$ cat config.mk
export PLATFORM = sky130hd
export DESIGN_NAME = mod_reduce_stream
export DESIGN_NICKNAME = d
export VERILOG_FILES = /design/src/rtl/mod_reduce_stream.sv
export SDC_FILE = /design/constraint.sdc
export NUM_CORES = 1
export LEC_CHECK = 0
export CAP_MARGIN = 10
export CORE_ASPECT_RATIO = 1.4
export CORE_UTILIZATION = 30
export DETAILED_ROUTE_END_ITERATION = 16
export GPL_TIMING_DRIVEN = 0
export SYNTH_ARGS = -nofsm -noshare
export SYNTH_HDL_FRONTEND = slang
export SYNTH_SLANG_ARGS = --single-unit
export TNS_END_PERCENT = 30
$ cat constraint.sdc
create_clock -name clk -period 11.1 [get_ports clk]
set_input_delay 2.22 -clock clk [delete_from_list [all_inputs] [get_ports clk]]
set_output_delay 2.22 -clock clk [all_outputs]
set_load 0.02 [all_outputs]
$ cat src/rtl/mod_reduce_stream.sv
// Streaming modular reducer: folds MSB-first CHUNK_W-bit chunks into a residue
// mod MODULUS with a Horner accumulator and a restoring subtract chain.
module mod_reduce_stream #(
  parameter int MODULUS    = 2011,
  parameter int RES_W      = 11,
  parameter int CHUNK_W    = 6,
  parameter int MAX_CHUNKS = 84,
  parameter int CNT_W      = 7
) (
  input  logic               clk,
  input  logic               rst_n,
  input  logic               clear,
  input  logic               s_valid,
  output logic               s_ready,
  input  logic [CHUNK_W-1:0] s_data,
  input  logic               s_last,
  output logic               m_valid,
  input  logic               m_ready,
  output logic [RES_W-1:0]   m_residue,
  output logic [CNT_W-1:0]   m_count,
  output logic               m_err
);
  localparam int TW = RES_W + CHUNK_W;
  localparam logic [TW-1:0] MOD_T = TW'(MODULUS);

  typedef enum logic {ACCUM, HOLD} state_t;

  state_t             state_q, state_d;
  logic [RES_W-1:0]   r_q, r_d, res_q, res_d;
  logic [CNT_W-1:0]   cnt_q, cnt_d, mcnt_q, mcnt_d, cnt_inc;
  logic               err_q, err_d, merr_q, merr_d, err_inc;
  logic [TW-1:0]      red;
  logic [RES_W-1:0]   r_next;
  logic               accept;
  logic               unused_red_hi;

  // {r, s_data} < M*2^CHUNK_W, so one conditional subtract per shifted
  // multiple of M leaves an exact residue below M.
  always_comb begin
    red = {r_q, s_data};
    for (int k = CHUNK_W - 1; k >= 0; k--) begin
      if (red >= (MOD_T << k)) red = red - (MOD_T << k);
    end
  end

  assign r_next        = red[RES_W-1:0];
  assign unused_red_hi = |red[TW-1:RES_W];

  assign s_ready   = rst_n & ~clear & (state_q == ACCUM);
  assign m_valid   = (state_q == HOLD);
  assign accept    = s_valid & s_ready;
  assign cnt_inc   = (&cnt_q) ? cnt_q : cnt_q + CNT_W'(1);
  assign err_inc   = err_q | (cnt_q == CNT_W'(MAX_CHUNKS));
  assign m_residue = res_q;
  assign m_count   = mcnt_q;
  assign m_err     = merr_q;

  always_comb begin
    state_d = state_q;
    r_d     = r_q;
    cnt_d   = cnt_q;
    err_d   = err_q;
    res_d   = res_q;
    mcnt_d  = mcnt_q;
    merr_d  = merr_q;
    if (clear) begin
      state_d = ACCUM;
      r_d     = '0;
      cnt_d   = '0;
      err_d   = 1'b0;
    end else begin
      case (state_q)
        ACCUM: if (accept) begin
          if (s_last) begin
            res_d   = r_next;
            mcnt_d  = cnt_inc;
            merr_d  = err_inc;
            r_d     = '0;
            cnt_d   = '0;
            err_d   = 1'b0;
            state_d = HOLD;
          end else begin
            r_d   = r_next;
            cnt_d = cnt_inc;
            err_d = err_inc;
          end
        end
        HOLD: if (m_ready) state_d = ACCUM;
        default: state_d = ACCUM;
      endcase
    end
  end

  always_ff @(posedge clk or negedge rst_n) begin
    if (!rst_n) begin
      state_q <= ACCUM;
      r_q     <= '0;
      cnt_q   <= '0;
      err_q   <= 1'b0;
      res_q   <= '0;
      mcnt_q  <= '0;
      merr_q  <= 1'b0;
    end else begin
      state_q <= state_d;
      r_q     <= r_d;
      cnt_q   <= cnt_d;
      err_q   <= err_d;
      res_q   <= res_d;
      mcnt_q  <= mcnt_d;
      merr_q  <= merr_d;
    end
  end
endmodule

-- Word level (Yosys, flattened, before mapping)
Index checks and enable logic that the tools add are counted.
- register bits: 39
- input bits: 12
- multiplexer cells: 24
- equal/unequal tests: 2
- bitwise operators: 6
- $lt $le $gt $ge: 6
- reduce and logical (&&, ||, !) cells: 4
- add/subtract/negate cells: 7
- operators with widths (operator ; number):
    $mux 17 ; 5
    $mux 11 ; 5
    $mux 7 ; 5
    $ge 17x11->1 const B ; 1
    $ge 17x12->1 const B ; 1
    $ge 17x13->1 const B ; 1
    $ge 17x14->1 const B ; 1
    $ge 17x15->1 const B ; 1
    $ge 17x16->1 const B ; 1
    $sub 17x12->17 const B ; 1
    $sub 17x13->17 const B ; 1
    $sub 17x14->17 const B ; 1
    $sub 17x15->17 const B ; 1
    $sub 17x16->17 const B ; 1
    $sub 11x11->11 const B ; 1
    $mux 1 ; 8
    $add 7x1->7 const B ; 1
    $eq 7x7->1 const B ; 1
    $reduce_and 7->1 ; 1
    $reduce_and 4->1 ; 1
    $and 1x1->1 ; 3
    $ne 2x2->1 const B ; 1
    $not 1->1 ; 2
    $pmux 1 s2 ; 1
    3 further kinds ; 3

-- Longest topological paths before layout
Gate-level depths: netlist (run 1).
- depth in word-level cells: 16
- gate-level depth with buffers: 39

-- Worst setup path before layout (run 1)
No wires, ideal clock.
- path kind: input to register
- start point: input port s_data[1]
- end point: register res_q[8] (netlist: m_residue[8])
- path slack: 560 ps
- stages: 35
- data arrival time: 10415 ps
- path through: buf_6 or3_4 or4_1 buf_2 a2111oi_0 a311o_2 o211ai_4 a21o_4 nand2_1 xnor2_1 inv_1 ha_1 o22ai_1 a21boi_0 a22o_4 or3_1 or4_1 a22o_1 a32oi_2 nand2_2 a21oi_2 buf_4 nor2_2 xnor2_1 ha_1 a31oi_1 nand2_1 a311oi_4 mux2_2 or3_1 o41a_1 a2111oi_2 a211oi_2 xnor2_1 mux2_2
- cells in the longest elaborated chain, start to end: 12
- elaborated cells between the ends (all ways): 18
- classes of those cells: 6 x add/sub; 6 x order compare; 6 x mux
- RTL lines (element ; line ; RTL):
    from (decl) ; 15 ; input logic [CHUNK_W-1:0] s_data,
    $sub 17x16->17 or $ge 17x16->1 (tied branches) ; 42 ; if (red >= (MOD_T << k)) red = red - (MOD_T << k);
    $mux 17 (*) ; 42 ;
    $sub 17x15->17 or $ge 17x15->1 (tied branches) ; 42 ;
    $mux 17 (*) ; 42 ;
    $sub 17x14->17 or $ge 17x14->1 (tied branches) ; 42 ;
    $mux 17 (*) ; 42 ;
    $sub 17x13->17 or $ge 17x13->1 (tied branches) ; 42 ;
    $mux 17 (*) ; 42 ;
    $sub 17x12->17 or $ge 17x12->1 (tied branches) ; 42 ;
    $mux 17 (*) ; 42 ;
    $ge 17x11->1 or $sub 11x11->11 (tied branches) ; 42 ;
    $mux 11 (*) ; 42 ;
    to (signal assigned) ; 108 ; res_q <= res_d;
    to (decl) ; 29 ; logic [RES_W-1:0] r_q, r_d, res_q, res_d;
Every way passes the cells marked *; elsewhere a longest branch is shown, timed or not.
A chain may end at the register's enable or synchronous reset.

-- Final worst setup path (run 1)
Same ends and word-level chain as after synthesis.

==> reports/qor.txt, run 1 <==
CLOCKING
--------------------------------------------------------------------------------------
Clock slew seen by the registers of the worst setup and hold paths             0.05 ns
Later-pin clock latency in the skew report                                     0.28 ns
Clock buffers created by TritonCTS                                                   5
CTS tree                                                                          done
Number of H-tree levels                                                              2
Clock Tree Buf Depth                                                                 2
Post-CTS Hold Fix Bufs                                                               0
Clock tree root buffer cell                                                  clkbuf_16
TritonCTS sink count                                                                39

CRITICAL PATH
--------------------------------------------------------------------------------------
Total stage count of the critical path                                              36
Crit-path max cell delay                                                       0.53 ns
Cell type of the slowest stage on the worst timing path                          or4_1
Data required time at the worst endpoint                                      11.27 ns
Critical Path Source Type                                                    input pin
Worst Setup End Kind                                                              flop
Startpoint-to-endpoint class of the critical path                               in2reg
Path depth of the worst reg2reg path                                                34
CP top delay family                                                       compound AO/OA/AOI/OAI gates
Data arrival time at the worst-slack endpoint                                 11.10 ns
Crit path buf inv count                                                              5
Worst Path Max Fanout                                                               10

DRT
--------------------------------------------------------------------------------------
Number of detailed-routing iterations run before antenna repair                      4
DR vias                                                                           5858
Initial DRC Count                                                                  266
Average wire per cell in the routed design                                     18.0 um
Routed via count divided by cell count                                            5.86
Detailed Route WL                                                             18000 um
DRT antenna net count                                                                0
Drt drc                                                                              0

FLOORPLANNING
--------------------------------------------------------------------------------------
Core Footprint                                                               17500 um2
Top Ports                                                                           33
Die H                                                                           161 um
Total number of placement rows                                                      57
Full die area                                                                18700 um2
Width of the die                                                                116 um
Effective utilization at floorplan                                               0.310

TIMING
--------------------------------------------------------------------------------------
Worst setup skew after layout                                               0.00361 ns
Final worst-path cycle share                                                     0.985
Max-Slew Margin vs Limit                                                         0.185
Final min period                                                              10.94 ns
Max-slew violation count                                                             0
Number of setup violations in the final report                                       0
Final hold viol count                                                                0
Highest attainable clock frequency                                            91.4 MHz
Transition time at the pin with the least slew margin                          1.21 ns
Unrepaired setup endpoints after global routing                                    yes

PWR
--------------------------------------------------------------------------------------
Switching part of the total power                                                0.392
Proportion of power drawn by flip-flops and latches                              0.280
Sw power                                                                      0.238 mW
Fraction of power consumed by combinational cells                                0.474
Internal                                                                      0.369 mW
Leakage component of the power                                                 2.46 nW
Max VDD drop                                                                   96.5 uV
Fraction of power consumed by the clock network                                  0.246
Power density over the cells                                               90.4 nW/um2

FINISH
--------------------------------------------------------------------------------------
Summed area of non-filler cells in the final layout                           6720 um2
Most frequent standard cell in the layout excluding fill and tap cells         nand2_1
Final Net Count                                                                    783
Filler cells                                                                      1884
Ratio of cells with drive above 1 in the final layout                            0.186
Top library cells by usage in the layout, fill and taps aside             70 x nand2_1, 58 x nor2_1, 46 x o21ai_0, 39 x dfrtp_1, 38 x a21oi_1
Synth-to-layout area growth                                                      23.7%
Non-filler cells, final                                                           1000
Number of diodes                                                                     0

FLOW RUN
--------------------------------------------------------------------------------------
Maxcap violations                                                                    0

GLOBAL ROUTE
--------------------------------------------------------------------------------------
Overall Global Routing Usage                                                     0.196
M3 GR Usage                                                                     0.0184
Number of global-route vias before repair                                         5734
Maximum number of pins on one net before global-route repair                        42
Antenna violations before repair                                                     0
GRT met2 Usage                                                                   0.370
Layer with the highest usage after global routing                                 met2
Global routing usage on met1                                                     0.218
First-pass GRT wire length                                                    29200 um
Sum of overflow across all layers after global routing                               0

MIN PATH
--------------------------------------------------------------------------------------
Path class of the lowest-slack min-delay path                                  reg2reg
Hold Path Depth                                                                      2

LOGIC SYNTHESIS
--------------------------------------------------------------------------------------
Yosys warning count                                                                  0
Share of the yosys chip area belonging to registers                              0.180
Post-synthesis instance area                                                  5430 um2
Number of distinct standard cells referenced by the synthesized netlist            103
Most used flip-flop cell after synthesis                                       dfrtp_1
Post-Synthesis Cells                                                               700
Number of enable flip-flop cells after synthesis                                     0
Post-synthesis average cell area                                              7.76 um2
Total nets after synthesis                                                         720
Share of flip-flops with an asynchronous set or reset                             1.00
Post-synthesis register bit count                                                   39

PLACEMENT
--------------------------------------------------------------------------------------
GP Congestion                                                                    0.906
Placement-stage cell area                                                     6060 um2
Dpl cells                                                                          969
HPWL after detailed placement                                                 13800 um
Count of buffers inserted at the top-level ports                                    32

RUN STATUS
--------------------------------------------------------------------------------------
Result of the run                                                         finished clean

## worst paths after layout
path,startpoint,endpoint,slack (ns)
worst max-delay path,s_data[1],m_residue[8],0.16
worst min-delay path,m_count[5],m_count[5],0.48
worst max register to register,r_q[5],m_residue[8],2.15
worst min register to register,m_count[5],m_count[5],0.48
max in group asynchronous,rst_n,cnt_q[0],9.00
min in group asynchronous,rst_n,m_residue[0],1.89
## what timing repair did
action,in CTS,in global routing
endpoints found under the setup margin,22,22
pin swaps,8,9
setup buffers,12,11
cloned,0,0
resized for setup,42,24
## registers in the layout (all words and copies together) (netlist names)
signal / flops
m_err: 1
m_valid: 1
r_q: 11
cnt_q: 7
m_residue: 11
err_q: 1
m_count: 7
## cells by family (layout without fill, tap and decap cells)
kind of cell,count (synthesis),count (layout),share of synthesized area
buffers and inverters,41,105,0.0325
XOR/XNOR,41,41,0.0723
multiplexers,25,25,0.0495
adder cells (fa/ha/maj),8,8,0.0184
AO/OA/AOI/OAI,280,280,0.395
AND/OR/NAND/NOR,266,266,0.252
flip-flops,39,39,0.180
## power groups by stage
stage,combinational (mW),sequential [mW],clock (mW)
final,0.288,0.170,0.149
after global routing,0.309,0.173,0.158
after CTS,0.276,0.170,0.151
after detailed placement,0.259,0.171,0
after global placement,0.259,0.172,0
after floorplan,0.152,0.188,0
## Yosys cell counts (all sizes together), types with 11 or more instances
master / n / area, um2
nor2: 61 / 236
o21ai: 63 / 330
a22o: 16 / 149
xnor2: 27 / 244
mux2i: 13 / 134
and2: 14 / 87.6
o211ai: 14 / 124
inv: 11 / 41.3
buf: 11 / 63.8
a21oi: 45 / 240
nand3: 15 / 80.1
a211oi: 18 / 163
clkbuf: 19 / 71.3
nor3: 30 / 160
mux2: 12 / 135
xor2: 14 / 149
and3: 11 / 68.8
dfrtp: 39 / 976
nand2: 73 / 277
## worst reg2reg max path: cells and delay by family (launching register included)
family	cells	cell delay, ns
DFF	1	0.33
muxes	2	0.65
buffers and inverters	3	0.60
xor gates and xnor gates	3	0.56
adders and majority gates	2	0.43
and+or+nand+nor	8	1.89
AOI/OAI and AO/OA	16	4.39
## layer usage
| metal | vias up | share of wire |
|---|---|---|
| li1 | 2846 | - |
| met1 | 2802 | 0.40 |
| met2 | 162 | 0.53 |
| met3 | 48 | 0.035 |
| met4 | 0 | 0.039 |
| met5 | - | 0 |
## final cells by class
class	count	area, um2	area share
plain buffers	30	144	0.0214
clock buffers	8	156	0.0233
inverters	11	41.3	0.00615
multi-input cells	620	4600	0.684
flip-flops and latches	39	976	0.145
well taps	236	295	0.0440
repair buffers	56	507	0.0754
## metrics by stage
stage | worst slack [ns] | TNS [ns] | utilization | hold slack [ns] | total power [mW]
2_1_floorplan | 0.560 | 0 | - | 0.474 | 0.340
3_3_place_gp | -1.69 | -32.19 | 0.345 | 0.468 | 0.431
3_5_place_dp | -1.75 | -33.45 | 0.346 | 0.470 | 0.431
4_1_cts | 0.0207 | 0 | 0.371 | 0.482 | 0.597
5_1_grt | -0.0521 | -0.166 | 0.383 | 0.503 | 0.640
6_report | 0.165 | 0 | 0.383 | 0.477 | 0.607
No activity file was read; power rests on OpenSTA's default activity.
==> run 2: changes to the inputs <==
--- a/config.mk
+++ b/config.mk
@@ -9,7 +9,8 @@
 export CORE_ASPECT_RATIO = 1.4
 export CORE_UTILIZATION = 30
 export DETAILED_ROUTE_END_ITERATION = 16
-export GPL_TIMING_DRIVEN = 0
+export DONT_BUFFER_PORTS = 1
+export SKIP_LAST_GASP = 1
 export SYNTH_ARGS = -nofsm -noshare
 export SYNTH_HDL_FRONTEND = slang
 export SYNTH_SLANG_ARGS = --single-unit
==> run 2 against run 1 <==
  * Highest routed layer unchanged
  * Die area unchanged
  * Largest cell class unchanged
  * Wire length increased by 1.4%
  * First-iteration DRC count increased by 68%
  * Flip-flop and latch count unchanged
  * Critical path type unchanged
  * Utilization decreased by 3.8 points
  * Count of clock-buffer cells in the layout decreased by 3
  * Global-route usage about the same
==> reports/qor.txt, run 2 (synthesis results as in run 1) <==
FINISH
-------------------------------------------------------------------------------------
Final Net Count                                                                   733
Number of diodes                                                                    0
Sequential cell area                                                          976 um2
Filler cells                                                                     1876
Ratio of cells with drive above 1 in the final layout                           0.158
Synth-to-layout area growth                                                     11.4%
Multi-input gate area in the final layout                                    4320 um2
Top library cells by usage in the layout, fill and taps aside            72 x nand2_1, 58 x nor2_1, 47 x o21ai_0, 41 x a21oi_1, 39 x dfrtp_1
Most frequent standard cell in the layout excluding fill and tap cells        nand2_1

CRITICAL PATH
-------------------------------------------------------------------------------------
Path depth of the worst reg2reg path                                               33
Data required time at the worst endpoint                                     11.24 ns
Launch point of the worst reg-to-reg path                                     r_q[10]
Cell occurring most often along the worst timing path                          nor2_1
Startpoint-to-endpoint class of the critical path                              in2reg
Reg2Reg Setup Slack                                                           2.03 ns
Worst Path Max Fanout                                                              11
Worst reg2reg path endpoint                                              m_residue[1]
Capture point of the worst path                                          m_residue[1]
Crit-path max cell delay                                                      0.57 ns
Worst setup path startpoint                                                 s_data[1]
Worst Setup End Kind                                                             flop
Cell type of the slowest stage on the worst timing path                         or4_4
Critical Path Source Type                                                   input pin
Data arrival time at the worst-slack endpoint                                10.63 ns

DRT
-------------------------------------------------------------------------------------
Drt drc                                                                             0
Detailed Route WL                                                            18200 um
Number of detailed-routing iterations run before antenna repair                     6
Average wire per cell in the routed design                                    19.2 um
DRT antenna net count                                                               0
Routed via count divided by cell count                                           6.09
Initial DRC Count                                                                 447
DR vias                                                                          5784

PWR
-------------------------------------------------------------------------------------
Fraction of power consumed by the clock network                                 0.255
Switching part of the total power                                               0.408
Power density over the cells                                              89.1 nW/um2
Fraction of power consumed by combinational cells                               0.386
Sw power                                                                     0.220 mW
Internal                                                                     0.319 mW
Leakage component of the power                                                2.23 nW
Max VDD drop                                                                   107 uV
Proportion of power drawn by flip-flops and latches                             0.360

FLOORPLANNING
-------------------------------------------------------------------------------------
Die H                                                                          161 um
Top Ports                                                                          33
Full die area                                                               18700 um2
Total number of placement rows                                                     57
Width of the die                                                               116 um
Effective utilization at floorplan                                              0.310
Core Footprint                                                              17500 um2

CLOCKING
-------------------------------------------------------------------------------------
Clock tree root buffer cell                                                 clkbuf_16
Post-CTS Hold Fix Bufs                                                              0
Clock slew seen by the registers of the worst setup and hold paths            0.06 ns
Number of H-tree levels                                                             2
TritonCTS sink count                                                               39
CTS tree                                                                         done
Clock Tree Buf Depth                                                                2
Later-pin clock latency in the skew report                                    0.28 ns
Clock buffers created by TritonCTS                                                  5

TIMING
-------------------------------------------------------------------------------------
Number of setup violations in the final report                                      0
Transition time at the pin with the least slew margin                         1.24 ns
Highest attainable clock frequency                                           95.4 MHz
Worst setup skew after layout                                              0.00613 ns
Minimum setup slack in the final design                                      0.617 ns
Final hold viol count                                                               0
Final min period                                                             10.48 ns
Max-slew violation count                                                            0
Total negative slack for setup checks                                            0 ns
Unrepaired setup endpoints after global routing                                    no
Max-Slew Margin vs Limit                                                        0.175
Final worst-path cycle share                                                    0.944

PLACEMENT
-------------------------------------------------------------------------------------
GP Congestion                                                                   0.959
Count of buffers inserted at the top-level ports                                    0
HPWL after detailed placement                                                14500 um
Worst setup timing slack at the placement stage                              0.201 ns

FLOW RUN
-------------------------------------------------------------------------------------
Maxcap violations                                                                   0

GLOBAL ROUTE
-------------------------------------------------------------------------------------
Overall Global Routing Usage                                                    0.196
Number of global-route vias before repair                                        5643
Sum of overflow across all layers after global routing                              0
Maximum number of pins on one net before global-route repair                       42
Antenna violations before repair                                                    0
First-pass GRT wire length                                                   29200 um

MIN PATH
-------------------------------------------------------------------------------------
Hold Path Depth                                                                     1
Path class of the lowest-slack min-delay path                                 reg2reg

RUN STATUS
-------------------------------------------------------------------------------------
Result of the run                                                        finished clean

-- run 2: cell types whose count changed in the layout (fill, tap and decap cells not counted), sizes merged --
cell / delta
clkinvlp: +2
dlygate4sd2: -1
clkinv: +1
clkbuf: -22
clkdlybuf4s50: -30
-- run 2: layout make-up --
type,count,share of cell area
Multi-Input combinational cell,620,0.714
Sequential cell,39,0.161
Tap cell,236,0.0488
Timing Repair Buffer,36,0.0447
Clock buffer,5,0.0207
Inverter,11,0.00682
Clock inverter,3,0.00331
-- run 2: worst min path at each step --
stage / start / to / slack (ns)
6_report: err_q / err_q / 0.55
5_1_grt: err_q / err_q / 0.58
4_1_cts: cnt_q[1] / cnt_q[1] / 0.55
3_5_place_dp: err_q / err_q / 0.50
3_3_place_gp: err_q / err_q / 0.49
2_1_floorplan: err_q / err_q / 0.47
-- run 2: through the flow --
stage / total power [mW] / util / cell area [um2] / std cells / hold slack (ns)
finish: 0.539 / 0.345 / 6050 / 950 / 0.546
global route: 0.570 / 0.345 / 6050 / 950 / 0.578
CTS: 0.539 / 0.342 / 6000 / 948 / 0.555
detailed placement: 0.399 / 0.334 / 5850 / 940 / 0.504
global placement: 0.399 / 0.334 / 5850 / 940 / 0.494
floorplan: 0.340 / - / 5430 / 700 / 0.474
-- run 2: timing repair --
| action | in CTS | in global routing |
|---|---|---|
| buffers inserted | 0 | 2 |
| endpoints found under the hold margin | 0 | 0 |
| resized for setup | 0 | 12 |
| setup endpoints to repair | 0 | 15 |
-- run 2: per-layer routing --
layer  vias to the layer above  wire, um  global-route usage
met3                        70       961              0.0225
met2                       231      9110               0.356
li1                       2746         -                   -
met5                         -         0                   0
met1                      2737      7090               0.220
met4                         0      1080               0.107
-- run 2: critical path, delay by kind of cell --
family                     cells  cell delay (ns)
muxes                          3             0.94
AOI/OAI and AO/OA             16             3.99
xor gates and xnor gates       2             0.41
and+or+nand+nor                8             2.17
buffers and inverters          2             0.31
adders and majority gates      2             0.55
-- run 2: power groups by stage --
stage               logic (mW)  registers, mW  clock network (mW)
CTS                      0.204          0.194               0.141
detailed placement       0.203          0.196                   0
global route             0.225          0.197               0.148
finish                   0.208          0.194               0.137
floorplan                0.152          0.188                   0
global placement         0.203          0.196                   0
